<file path="config.mk">
export PLATFORM = sky130hd
export DESIGN_NAME = shift_add_mult
export DESIGN_NICKNAME = d
export VERILOG_FILES = /design/src/rtl/shift_add_mult_pkg.sv /design/src/rtl/rca_nbit.sv /design/src/rtl/shift_add_mult.sv
export SDC_FILE = /design/constraint.sdc
export NUM_CORES = 1
export LEC_CHECK = 0
export BUFFER_PORTS_ARGS = -buffer_cell sky130_fd_sc_hd__clkbuf_2
export CORE_MARGIN = 3
export CORE_UTILIZATION = 40
export CTS_CLUSTER_DIAMETER = 200
export DETAILED_ROUTE_END_ITERATION = 8
export PLACE_DENSITY_LB_ADDON = 0.2
export SLEW_MARGIN = 5
export SYNTH_ARGS = -nofsm -noshare
export SYNTH_HDL_FRONTEND = slang
export SYNTH_SLANG_ARGS = --single-unit
</file>
<file path="constraint.sdc">
create_clock -name clk -period 10.2 [get_ports clk]
set_input_delay 1.53 -clock clk [delete_from_list [all_inputs] [get_ports clk]]
set_output_delay 1.53 -clock clk [all_outputs]
set_load 0.005 [all_outputs]
</file>
<file path="src/rtl/shift_add_mult_pkg.sv">
// -----------------------------------------------------------------------------
// mult_pkg
// Shared definitions for the shift_add_mult sequential multiplier:
//   state_t        - FSM state encoding (IDLE, CALC, DONE)
//   MULT_WIDTH_MAX - largest supported operand width
//   clog2()        - width of a counter able to count 0..value-1 (min 1 bit)
// -----------------------------------------------------------------------------
package mult_pkg;

    typedef enum logic [1:0] {
        IDLE = 2'd0,
        CALC = 2'd1,
        DONE = 2'd2
    } state_t;

    localparam int MULT_WIDTH_MAX = 32;

    function automatic int clog2(input int value);
        int bits;
        bits = 0;
        for (int v = value - 1; v > 0; v = v >> 1) begin
            bits++;
        end
        return (bits < 1) ? 1 : bits;
    endfunction

endpackage

</file>
<file path="src/rtl/rca_nbit.sv">
// -----------------------------------------------------------------------------
// rca_nbit
// WIDTH-bit ripple-carry adder built as a chain of full-adder cells.
// Carry-in is tied to zero; the final carry is exposed so no product bit is lost.
// Ports:
//   a, b  in  WIDTH : addends
//   sum   out WIDTH : a + b (low WIDTH bits)
//   cout  out 1     : carry out of the MSB cell
// -----------------------------------------------------------------------------
module rca_nbit #(
    parameter int WIDTH = 8
) (
    input  logic [WIDTH-1:0] a,
    input  logic [WIDTH-1:0] b,
    output logic [WIDTH-1:0] sum,
    output logic             cout
);

    logic [WIDTH:0] carry;

    assign carry[0] = 1'b0;

    for (genvar i = 0; i < WIDTH; i++) begin : g_fa
        assign sum[i]     = a[i] ^ b[i] ^ carry[i];
        assign carry[i+1] = (a[i] & b[i]) | (carry[i] & (a[i] ^ b[i]));
    end

    assign cout = carry[WIDTH];

endmodule

</file>
<file path="src/rtl/shift_add_mult.sv">
// -----------------------------------------------------------------------------
// shift_add_mult
// Sequential unsigned WIDTH x WIDTH multiplier using shift-and-add: one
// partial-product addition per cycle through a single rca_nbit, with
// ready/valid handshakes on both sides.
// Ports:
//   clk        in  1       : clock, rising edge
//   rst        in  1       : synchronous active-high reset
//   in_valid   in  1       : operands valid
//   in_ready   out 1       : accepting operands (IDLE only)
//   in_A       in  WIDTH   : multiplicand
//   in_B       in  WIDTH   : multiplier
//   out_valid  out 1       : out_P holds a finished product (DONE)
//   out_ready  in  1       : consumer takes the product
//   out_P      out 2*WIDTH : registered product
//   busy       out 1       : CALC or DONE
// Configuration macro:
//   SHIFT_ADD_MULT_EARLY_TERM_EN - finish CALC as soon as the remaining
//   multiplier bits are all zero, applying the leftover shift in one step.
// -----------------------------------------------------------------------------
module shift_add_mult
    import mult_pkg::*;
#(
    parameter int WIDTH = 8
) (
    input  logic               clk,
    input  logic               rst,
    input  logic               in_valid,
    output logic               in_ready,
    input  logic [WIDTH-1:0]   in_A,
    input  logic [WIDTH-1:0]   in_B,
    output logic               out_valid,
    input  logic               out_ready,
    output logic [2*WIDTH-1:0] out_P,
    output logic               busy
);

    localparam int CNT_W = clog2(WIDTH);

    state_t               state_q, state_d;
    logic [2*WIDTH-1:0]   acc_q, acc_d;
    logic [2*WIDTH-1:0]   out_p_q, out_p_d;
    logic [WIDTH-1:0]     mcand_q, mcand_d;
    logic [CNT_W-1:0]     cnt_q, cnt_d;

    logic [WIDTH-1:0]     addend;
    logic [WIDTH-1:0]     sum;
    logic                 cout;
    logic [2*WIDTH-1:0]   acc_shift;
    logic [2*WIDTH-1:0]   acc_next;
    logic                 last_iter;

    // Upper half of acc is the running partial product; lower half holds the
    // multiplier bits still to be consumed, LSB first.
    assign addend = acc_q[0] ? mcand_q : '0;

    rca_nbit #(
        .WIDTH(WIDTH)
    ) u_rca (
        .a   (acc_q[2*WIDTH-1:WIDTH]),
        .b   (addend),
        .sum (sum),
        .cout(cout)
    );

    // Carry enters the MSB as the whole accumulator shifts right by one.
    assign acc_shift = {cout, sum, acc_q[WIDTH-1:1]};

`ifdef SHIFT_ADD_MULT_EARLY_TERM_EN
    // After cnt shifts only acc[WIDTH-1-cnt:1] are multiplier bits still
    // pending above the current LSB; the rest is already-shifted product.
    logic [WIDTH-2:0] rem_mask;

    assign rem_mask  = {(WIDTH-1){1'b1}} >> cnt_q;
    assign last_iter = ((acc_q[WIDTH-1:1] & rem_mask) == '0);
    assign acc_next  = acc_shift >> ((WIDTH - 1) - int'(cnt_q));
`else
    assign last_iter = (cnt_q == CNT_W'(WIDTH - 1));
    assign acc_next  = acc_shift;
`endif

    // NOTE: every signal assigned in this block gets a default first, so no
    // path leaves a value unassigned and no latch is inferred.
    always_comb begin
        state_d = state_q;
        acc_d   = acc_q;
        out_p_d = out_p_q;
        mcand_d = mcand_q;
        cnt_d   = cnt_q;

        case (state_q)
            IDLE: begin
                if (in_valid) begin
                    mcand_d = in_A;
                    acc_d   = {{WIDTH{1'b0}}, in_B};
                    cnt_d   = '0;
                    state_d = CALC;
                end
            end
            CALC: begin
                acc_d = acc_next;
                cnt_d = cnt_q + CNT_W'(1);
                if (last_iter) begin
                    out_p_d = acc_next;
                    state_d = DONE;
                end
            end
            DONE: begin
                if (out_ready) begin
                    state_d = IDLE;
                end
            end
            default: begin
                state_d = IDLE;
            end
        endcase
    end

    // NOTE: sequential state uses non-blocking assignments so every flop
    // samples the pre-edge values regardless of statement order.
    // NOTE: the datapath registers are reset too, so out_P reads 0 after reset
    // and no stale partial result can ever be observed.
    always_ff @(posedge clk) begin
        if (rst) begin
            state_q <= IDLE;
            acc_q   <= '0;
            out_p_q <= '0;
            mcand_q <= '0;
            cnt_q   <= '0;
        end else begin
            state_q <= state_d;
            acc_q   <= acc_d;
            out_p_q <= out_p_d;
            mcand_q <= mcand_d;
            cnt_q   <= cnt_d;
        end
    end

    // Outputs decode only registered state: no path from in_valid/out_ready.
    assign in_ready  = (state_q == IDLE);
    assign out_valid = (state_q == DONE);
    assign busy      = (state_q != IDLE);
    assign out_P     = out_p_q;

endmodule

</file>
==> flow_summary_export.csv, run 1 <==
group,metric,value,unit
power_and_ir_drop,comb_power_share,0.083,
sta,rsz0062_at_grt,"false",
clocking,cts_resized,0,
clocking,h-tree-depth,2,
worst_setup_path,startpoint_type,"flop",
detailed_routing,drc,0,
flow_run,max_cap_viol_count,0,
power_and_ir_drop,netSwitchingFraction,0.234,
clocking,cts.clk_slew.worst_paths,0.08,ns
detailed_routing,via_per_inst,4.66,
synth,postSynthCellCount,213,
power_and_ir_drop,power_frac_seq,0.579,
sta,fmax,0.250,GHz
detailed_routing,antenna_left,0,
sta,drv_slew,0,
power_and_ir_drop,p_switching,0.0756,mW
detailed_routing,drt_iter0_drc,54,
sta,maxSlewHeadroom,0.333,
power_and_ir_drop,power_leakage,0.847,nW
sta,period_needed,4.00,ns
worst_setup_path,rrSetupSlack,6.20,ns
die,start_util,0.420,
detailed_routing,wl,3.83,mm
cells_and_area,fillers,473,
global_route,grt_max_degree,46,
global_route,track_usage,0.142,
synth,synth-seq-cells,45,
die,die_area,0.00591,mm²
cells_and_area,fin_area,0.00225,mm²
power_and_ir_drop,power_density,144,mW/mm²
synth,ys_seq_area_frac,0.449,
sta,clock_skew,0.00224,ns
synth,avgSynthCellArea,9.43,µm²
worst_setup_path,end_kind,"flop",
cells_and_area,drive_above_1_share,0.223,
worst_setup_path,criticalPathCategory,"reg -> reg",
cells_and_area,fin_nets,272,
die,num_io_pins,39,
sta,final-hold-violation-count,0,
worst_setup_path,cp.required,10.34,ns
sta,worst_slew_pin_slew,1.00,ns
global_route,antenna_found_initial,0,
die,coreArea,0.00479,mm²
worst_setup_path,crit_chain,"and2_1 -> ha_1 -> inv_1 -> fa_1 -> fa_1 -> fa_1 -> fa_1 -> fa_1 -> fa_1 -> fa_1 -> a2bb2oi_1 -> nor2_1",
clocking,postCtsHoldBufs,0,
sta,setup_viol,0,
placement,place.gp.congestion,0.794,
clocking,cts_tree,"done",
sta,tns,0,ns
detailed_routing,dr_total_vias,1439,
synth,yosys.cell_types.count,30,
placement,hpwl,2.68,mm
power_and_ir_drop,p_int,0.247,mW
synth,synth_nets,243,
global_route,grt_pass1_wl,6.79,mm
cells_and_area,num_antenna_cells,0,
power_and_ir_drop,p_clk_frac,0.338,
clocking,root_buffer,"clkbuf_8",
power_and_ir_drop,vdd_drop_max,0.0760,mV
worst_setup_path,crit_path_frequent_cell,"fa_1",
outcome,outcome,"finished, final reports clean",
cells_and_area,area_growth_syn_to_layout,11.8,%
placement,port_buffers,38,
worst_setup_path,slowest_stage,"fa_1",
hold_path,hp-class,"reg -> reg",
clocking,clk_latency,0.28,ns
worst_setup_path,crit_family,"adder cells",
detailed_routing,drt_pass1_iterations,4,
die,die_x,76.9,µm
detailed_routing,wl_per_cell,12.4,µm
clocking,cts_setup_buffers,0,
sta,fin_crit_sh,0.392,
worst_setup_path,crit_arrival,4.14,ns
placement,placed_cell_area,0.00216,mm²
die,fp-row-count,25,
worst_setup_path,crit_buf_inv,1,
worst_setup_path,max_stage_delay,0.52,ns
clocking,cts-buffers-inserted,5,
synth,yosys_warnings,0,
global_route,gr-total-overflow,0,
worst_setup_path,cp_max_fo,9,
global_route,grt_pass1_vias,1405,
die,die_y,76.9,µm
synth,syn_area,0.00201,mm²
clocking,cts.sinks,45,
clocking,clk_path_buf_depth,2,
-- synth_stat cells --
library cell,number,share of area
dfxtp_1,45,0.45
nand2_1,39,0.073
nor2_1,26,0.049
a21oi_1,17,0.042
a211oi_1,11,0.041
inv_1,10,0.019
mux2i_1,9,0.045
a2bb2oi_1,8,0.035
fa_1,7,0.070
a211oi_2,6,0.037
clkbuf_1,6,0.011
buf_6,5,0.028
ha_1,3,0.019
a22oi_1,2,0.0075
buf_4,2,0.0075
nand2b_1,2,0.0062
nor2b_1,2,0.0062
and2_1,1,0.0031
and3b_1,1,0.0044
buf_1,1,0.0019
buf_12,1,0.010
buf_2,1,0.0025
nand3b_1,1,0.0037
nor2_2,1,0.0031
nor3_1,1,0.0025
nor3b_2,1,0.0062
o21ba_1,1,0.0050
o21bai_2,1,0.0056
or2_2,1,0.0031
or3b_1,1,0.0044
-- final cells by class --
type / count / area [µm²] / area share
timing repair buffer: 38 / 190 / 0.0847
tap: 67 / 83.8 / 0.0373
inverter: 10 / 37.5 / 0.0167
sequential: 45 / 901 / 0.401
multi-input combinational: 142 / 947 / 0.422
clock buffer: 7 / 86.3 / 0.0384
-- routing by layer --
layer  part of all wire  up-vias  global-route usage
met3              0.031        2              0.0387
li1                   -      766                   -
met1               0.52      650               0.205
met5                  0        -                   0
met2               0.44       21               0.206
met4             0.0073        0              0.0380
-- tightest hold or removal path: stages (launching register included) --
cell and delay [ns]:
dfxtp_1 0.31, nand2_1 0.05, a21oi_1 0.05
-- sequential cells by signal (all words and copies together), names as in the netlist --
signal   flops
cnt_q        3
mcand_q      8
out_P       16
state_q      2
acc_q       16
-- worst paths after layout --
path,startpoint,end,cells after the start
hold / removal,out_P[3]$_SDFFE_PP0P_,out_P[3]$_SDFFE_PP0P_,2
setup / recovery,acc_q[0]$_SDFFE_PP0P_,acc_q[14]$_SDFFE_PP0P_,12
setup reg to reg,acc_q[0]$_SDFFE_PP0P_,acc_q[14]$_SDFFE_PP0P_,12
hold reg to reg,out_P[3]$_SDFFE_PP0P_,out_P[3]$_SDFFE_PP0P_,2
-- logic make-up after synthesis --
kind of cell | count (synthesis) | synth area share
compound gates | 46 | 0.174
fa+ha+maj | 10 | 0.0885
buf+inv | 26 | 0.0797
flops | 45 | 0.449
mux | 9 | 0.0449
simple gates | 77 | 0.164
-- layout by cell type (no fill, tap or decap), drive strengths merged --
cell     instances
nor3             1
nor2            27
clkbuf          45
nand2           39
o21ba            1
nor2b            2
a22oi            2
or3b             1
inv             10
mux2i            9
nand2b           2
fa               7
and2             1
nand3b           1
a211oi          17
dfxtp           45
a21oi           17
or2              1
ha               3
o21bai           1
nor3b            1
and3b            1
a2bb2oi          8
-- through the flow --
step | power, mW | hold WS, ns | util | setup WS (ns) | instances
2_1_floorplan | 0.212 | 0.432 | - | 6.28 | 213
3_3_place_gp | 0.218 | 0.445 | 0.451 | 6.28 | 302
3_5_place_dp | 0.218 | 0.447 | 0.451 | 6.20 | 302
4_1_cts | 0.327 | 0.459 | 0.469 | 6.19 | 309
5_1_grt | 0.338 | 0.475 | 0.469 | 6.00 | 309
6_report | 0.323 | 0.456 | 0.469 | 6.20 | 309
-- power groups by stage --
stage / registers [mW] / clock network (mW) / logic [mW]
after floorplan: 0.188 / 0 / 0.0241
after global placement: 0.191 / 0 / 0.0267
after detailed placement: 0.191 / 0 / 0.0269
after CTS: 0.187 / 0.113 / 0.0271
after global routing: 0.188 / 0.119 / 0.0303
final: 0.187 / 0.109 / 0.0267
(Power assumes the default switching activity.)
==> run 2, diff against run 1 <==
--- a/config.mk
+++ b/config.mk
@@ -5,6 +5,7 @@
 export SDC_FILE = /design/constraint.sdc
 export NUM_CORES = 1
 export LEC_CHECK = 0
+export ABC_AREA = 1
 export BUFFER_PORTS_ARGS = -buffer_cell sky130_fd_sc_hd__clkbuf_2
 export CORE_MARGIN = 3
 export CORE_UTILIZATION = 40
==> constraint.sdc (replaced) <==
create_clock -name clk -period 3.8 [get_ports clk]
set_input_delay 0.57 -clock clk [delete_from_list [all_inputs] [get_ports clk]]
set_output_delay 0.57 -clock clk [all_outputs]
set_load 0.005 [all_outputs]
==> flow_summary_export.csv, run 2 <==
group,metric,value,unit
sta,fin_hold_ws,0.468,ns
clocking,cts_tree,"done",
power_and_ir_drop,power_density,358,mW/mm²
global_route,grt_pass1_vias,1756,
synth,yosysTopAreaCellShare,0.391,
global_route,gr-usage-met2,0.231,
synth,synth_edf_count,0,
clocking,cts_setup_buffers,0,
worst_setup_path,startpoint_type,"flop",
detailed_routing,wl,4.54,mm
worst_setup_path,cp.required,3.97,ns
outcome,outcome,"finished, final reports clean",
power_and_ir_drop,vdd_drop_max,0.166,mV
synth,postSynthCellCount,330,
worst_setup_path,end_kind,"flop",
worst_setup_path,cp_max_fo,3,
die,die_area,0.00671,mm²
cells_and_area,num_antenna_cells,0,
synth,ys_async_sr_fraction,0,
placement,port_buffers,38,
cells_and_area,utilization,0.470,
global_route,gr-total-overflow,0,
die,die_x,81.9,µm
synth,yosys.cell_types.count,20,
detailed_routing,drt_pass1_iterations,4,
worst_setup_path,criticalPathCategory,"reg -> reg",
sta,fmax,0.275,GHz
global_route,use_met1,0.192,
clocking,h-tree-depth,2,
hold_path,hold_end,"acc_q[12]$_SDFFE_PP0P_",
cells_and_area,fillers,600,
sta,tns,0,ns
sta,rsz0062_at_grt,"false",
worst_setup_path,timing.rr.end,"acc_q[14]$_SDFFE_PP0P_",
worst_setup_path,crit_arrival,3.81,ns
synth,synthFlopType,"dfxtp_1",
placement,place.gp.congestion,0.770,
synth,synth_largest_area_cell,"dfxtp_1",
global_route,track_usage,0.148,
hold_path,hp-class,"reg -> reg",
clocking,clk_latency,0.29,ns
clocking,cts-buffers-inserted,5,
cells_and_area,drive_above_1_share,0.219,
die,num_io_pins,39,
detailed_routing,drc,0,
global_route,use_met3,0.0373,
global_route,grt_max_degree,34,
synth,synth-seq-cells,45,
hold_path,worstHoldPathCells,2,
synth,yosys_warnings,0,
flow_run,max_cap_viol_count,0,
sta,worst_slew_pin_slew,0.960,ns
die,fp-row-count,27,
cells_and_area,layout_commonest_cell,"nand2_1",
cells_and_area,area_growth_syn_to_layout,13.0,%
global_route,busiest_layer,"met2",
die,die_y,81.9,µm
global_route,grt_pass1_wl,7.69,mm
sta,setup_viol,0,
synth,synthTopCellsByArea,"dfxtp_1 39%, nand2_1 16%, inv_1 10%",
clocking,root_buffer,"clkbuf_8",
die,start_util,0.416,
detailed_routing,antenna_left,0,
die,coreArea,0.00554,mm²
synth,syn_area,0.00230,mm²
cells_and_area,fin_nets,394,
sta,clock_skew,0.00419,ns
hold_path,min-delay-start,"acc_q[12]$_SDFFE_PP0P_",
global_route,antenna_found_initial,0,
synth,ys_seq_area_frac,0.391,
worst_setup_path,crit_start,"acc_q[0]$_SDFFE_PP0P_",
cells_and_area,final_cell_mix,"100 x nand2_1, 63 x inv_1, 51 x nor2_1",
detailed_routing,via_per_inst,4.37,
sta,drv_slew,0,
synth,synth_nets,360,
clocking,cts.sinks,45,
sta,period_needed,3.64,ns
worst_setup_path,rr_startpoint,"acc_q[0]$_SDFFE_PP0P_",
detailed_routing,drt_iter0_drc,120,
detailed_routing,dr_total_vias,1908,
synth,avgSynthCellArea,6.98,µm²
worst_setup_path,reg2reg_depth,14,
sta,final-hold-violation-count,0,
detailed_routing,wl_per_cell,10.4,µm
worst_setup_path,rrSetupSlack,0.16,ns
synth,synth_commonest_cells,"100 x nand2_1, 63 x inv_1, 51 x nor2_1",
clocking,clk_path_buf_depth,2,
power_and_ir_drop,power_leakage,1.26,nW
placement,hpwl,3.15,mm
sta,maxSlewHeadroom,0.359,
clocking,cts.clk_slew.worst_paths,0.08,ns
synth,post-synth-top-count-cell,"nand2_1",
sta,fin_crit_sh,0.958,
[run 2: changes by cell type after synthesis, moves of 10 or more]
cell / before / now
inv_1: 10 / 63
nand2_2: 0 / 13
nand2_1: 39 / 100
nor2_1: 26 / 51
a21oi_1: 17 / 2
a211oi_1: 11 / 0
a21oi_2: 0 / 10
[run 2: per-stage QoR]
step                      power (mW)  setup slack (ns)  area (µm²)  instances
after floorplan                0.593            0.0349        2300        330
after global placement         0.618            0.0688        2490        429
after detailed placement       0.620            0.0362        2490        429
after CTS                      0.941            0.0307        2600        437
after global routing           0.979            0.0242        2600        437
final                          0.931             0.160        2600        437
[run 2: power by group]
part	total, mW	internal, mW	leakage (nW)	switching [mW]
logic	0.104	0.0384	0.835	0.0657
registers	0.504	0.490	0.367	0.0141
clock network	0.323	0.164	0.0542	0.159
[run 2: cell type report]
cell class | count | area [µm²] | area share
Multi-Input combinational cell | 207 | 1070 | 0.409
Sequential cell | 45 | 901 | 0.346
Inverter | 66 | 248 | 0.0951
Timing Repair Buffer | 39 | 198 | 0.0759
Clock buffer | 7 | 96.3 | 0.0370
Tap cell | 72 | 90.1 | 0.0346
Clock inverter | 1 | 5.00 | 0.00192
[run 2: worst max-delay path by stage]
stage	slack, ns	end	cells past startpoint
2_1_floorplan	0.03	acc_q[14]$_SDFFE_PP0P_	15
3_3_place_gp	0.07	acc_q[14]$_SDFFE_PP0P_	14
3_5_place_dp	0.04	acc_q[14]$_SDFFE_PP0P_	14
4_1_cts	0.03	acc_q[14]$_SDFFE_PP0P_	14
5_1_grt	0.02	out_P[14]$_SDFFE_PP0P_	14
6_report	0.16	acc_q[14]$_SDFFE_PP0P_	14
[run 2: worst max-delay path, stage by stage, from the launching register on]
cell	delay (ns)
dfxtp_1	0.35
nand2_1	0.05
inv_1	0.05
ha_1	0.12
inv_1	0.04
fa_1	0.39
fa_2	0.35
fa_1	0.39
fa_2	0.36
fa_2	0.34
fa_1	0.39
fa_1	0.51
inv_1	0.04
nand2_1	0.07
a21oi_2	0.05
[run 2: timing repair]
item | 4_1_cts | 5_1_grt
endpoints found under the setup margin | 0 | 4
hold buffers | 0 | 0
resized for setup | 0 | 3
endpoints found under the hold margin | 0 | 0
[run 2: metal layers]
metal | wire (µm) | vias up
li1 | - | 1023
met3 | 195 | 9
met4 | 95 | 0
met5 | 0 | -
met1 | 2250 | 836
met2 | 1990 | 40
[run 2: kinds of logic after synthesis]
| family | after synthesis | share of synthesized area |
|---|---|---|
| simple gates | 175 | 0.313 |
| buf+inv | 78 | 0.149 |
| flops | 45 | 0.391 |
| compound gates | 22 | 0.0690 |
| fa+ha+maj | 10 | 0.0771 |
==> run 3, diff against run 2 <==
--- a/config.mk
+++ b/config.mk
@@ -5,9 +5,7 @@
 export SDC_FILE = /design/constraint.sdc
 export NUM_CORES = 1
 export LEC_CHECK = 0
-export ABC_AREA = 1
 export BUFFER_PORTS_ARGS = -buffer_cell sky130_fd_sc_hd__clkbuf_2
-export CORE_MARGIN = 3
 export CORE_UTILIZATION = 40
 export CTS_CLUSTER_DIAMETER = 200
 export DETAILED_ROUTE_END_ITERATION = 8
==> flow_summary_export.csv, run 3 (synthesis gave the netlist of run 1 again) <==
group,metric,value,unit
die,die_y,72.9,µm
placement,pre_cts_ws,0.0182,ns
sta,fin_crit_sh,0.957,
detailed_routing,wl,3.89,mm
power_and_ir_drop,power_density,386,mW/mm²
sta,period_needed,3.64,ns
placement,hpwl,2.70,mm
sta,layout_setup_ws,0.164,ns
sta,setup_viol,0,
cells_and_area,layout_commonest_cell,"dfxtp_1",
placement,place.gp.congestion,0.750,
worst_setup_path,reg2reg_depth,12,
cells_and_area,drive_above_1_share,0.247,
detailed_routing,wl_per_cell,12.6,µm
cells_and_area,num_antenna_cells,0,
sta,drv_slew,0,
clocking,h-tree-depth,2,
detailed_routing,antenna_left,0,
global_route,track_usage,0.157,
power_and_ir_drop,power_leakage,0.858,nW
worst_setup_path,cp.required,3.95,ns
detailed_routing,drt_pass1_iterations,4,
global_route,antenna_found_initial,0,
outcome,outcome,"finished, final reports clean",
power_and_ir_drop,power,0.874,mW
worst_setup_path,crit_start,"mcand_q[0]$_SDFFE_PP0P_",
sta,fmax,0.275,GHz
cells_and_area,area_growth_syn_to_layout,12.8,%
die,num_io_pins,39,
detailed_routing,via_per_inst,4.76,
cells_and_area,fin_nets,273,
die,die_x,72.9,µm
worst_setup_path,end_kind,"flop",
worst_setup_path,crit_arrival,3.78,ns
worst_setup_path,rr_startpoint,"mcand_q[0]$_SDFFE_PP0P_",
clocking,cts.sinks,45,
die,start_util,0.420,
clocking,cts.clk_slew.worst_paths,0.08,ns
global_route,grt_pass1_vias,1294,
placement,placedCellCount,303,
flow_run,max_cap_viol_count,0,
detailed_routing,dr_total_vias,1476,
sta,final-hold-violation-count,0,
cells_and_area,fin_area,0.00227,mm²
clocking,postCtsHoldBufs,0,
hold_path,worstHoldPathCells,2,
sta,worst_slew_pin_slew,0.974,ns
worst_setup_path,timing.rr.end,"acc_q[14]$_SDFFE_PP0P_",
placement,port_buffers,38,
clocking,clk_latency,0.29,ns
placement,placed_cell_area,0.00217,mm²
clocking,clk_path_buf_depth,2,
clocking,cts-buffers-inserted,5,
worst_setup_path,cp_max_fo,2,
power_and_ir_drop,vdd_drop_max,0.152,mV
die,coreArea,0.00479,mm²
cells_and_area,final_cells,310,
worst_setup_path,startpoint_type,"flop",
die,fp-row-count,25,
clocking,root_buffer,"clkbuf_8",
hold_path,hp-class,"reg -> reg",
global_route,grt_pass1_wl,6.29,mm
sta,tns,0,ns
sta,maxSlewHeadroom,0.351,
worst_setup_path,rrSetupSlack,0.16,ns
sta,clock_skew,0.00374,ns
sta,rsz0062_at_grt,"false",
die,die_area,0.00531,mm²
detailed_routing,drt_iter0_drc,93,
clocking,cts_setup_buffers,0,
global_route,gr-total-overflow,0,
cells_and_area,final_cell_mix,"45 x dfxtp_1, 39 x nand2_1, 38 x clkbuf_2",
worst_setup_path,critical_path.endpoint,"acc_q[14]$_SDFFE_PP0P_",
global_route,grt_max_degree,46,
detailed_routing,drc,0,
clocking,cts_tree,"done",
worst_setup_path,criticalPathCategory,"reg -> reg",
-- run 3: stage by stage --
stage	hold slack, ns	util
6_report	0.457	0.473
5_1_grt	0.477	0.473
4_1_cts	0.459	0.472
3_5_place_dp	0.448	0.453
3_3_place_gp	0.444	0.453
2_1_floorplan	0.432	-
-- run 3: layout make-up --
type	instances	area, µm²
multi-input combinational	142	960
fill	469	2520
tap	67	83.8
sequential	45	901
clock buffer	7	86.3
timing repair buffer	39	198
inverter	10	37.5
-- run 3: worst min-delay path by stage --
stage,slack (ns),startpoint,endpoint
2_1_floorplan,0.43,mcand_q[0]$_SDFFE_PP0P_,mcand_q[0]$_SDFFE_PP0P_
3_3_place_gp,0.44,out_P[2]$_SDFFE_PP0P_,out_P[2]$_SDFFE_PP0P_
3_5_place_dp,0.45,out_P[5]$_SDFFE_PP0P_,out_P[5]$_SDFFE_PP0P_
4_1_cts,0.46,out_P[5]$_SDFFE_PP0P_,out_P[5]$_SDFFE_PP0P_
5_1_grt,0.48,mcand_q[4]$_SDFFE_PP0P_,mcand_q[4]$_SDFFE_PP0P_
6_report,0.46,out_P[1]$_SDFFE_PP0P_,out_P[1]$_SDFFE_PP0P_
-- run 3: timing repair --
item,CTS,global route
pin swaps,0,1
gates resized for setup,1,3
endpoints found under the setup margin,1,1
-- run 3: per-layer routing --
layer | track usage | wire length (µm) | vias up
met4 | 0.0588 | 55 | 0
met5 | 0 | 0 | -
met3 | 0.0414 | 132 | 5
li1 | - | - | 768
met1 | 0.234 | 2080 | 680
met2 | 0.216 | 1620 | 23
-- run 3: power breakdown --
group          leakage, nW  internal, mW  switching, mW
sequential           0.366         0.487         0.0151
combinational        0.447        0.0347         0.0405
clock               0.0443         0.144          0.153
-- run 3: critical path, stage by stage (launching register included) --
cell,delay [ns]
dfxtp_1,0.33
and2_1,0.13
ha_1,0.13
inv_1,0.04
fa_1,0.38
fa_2,0.35
fa_2,0.34
fa_2,0.35
fa_2,0.34
fa_2,0.34
fa_1,0.54
a2bb2oi_1,0.16
nor2_1,0.05
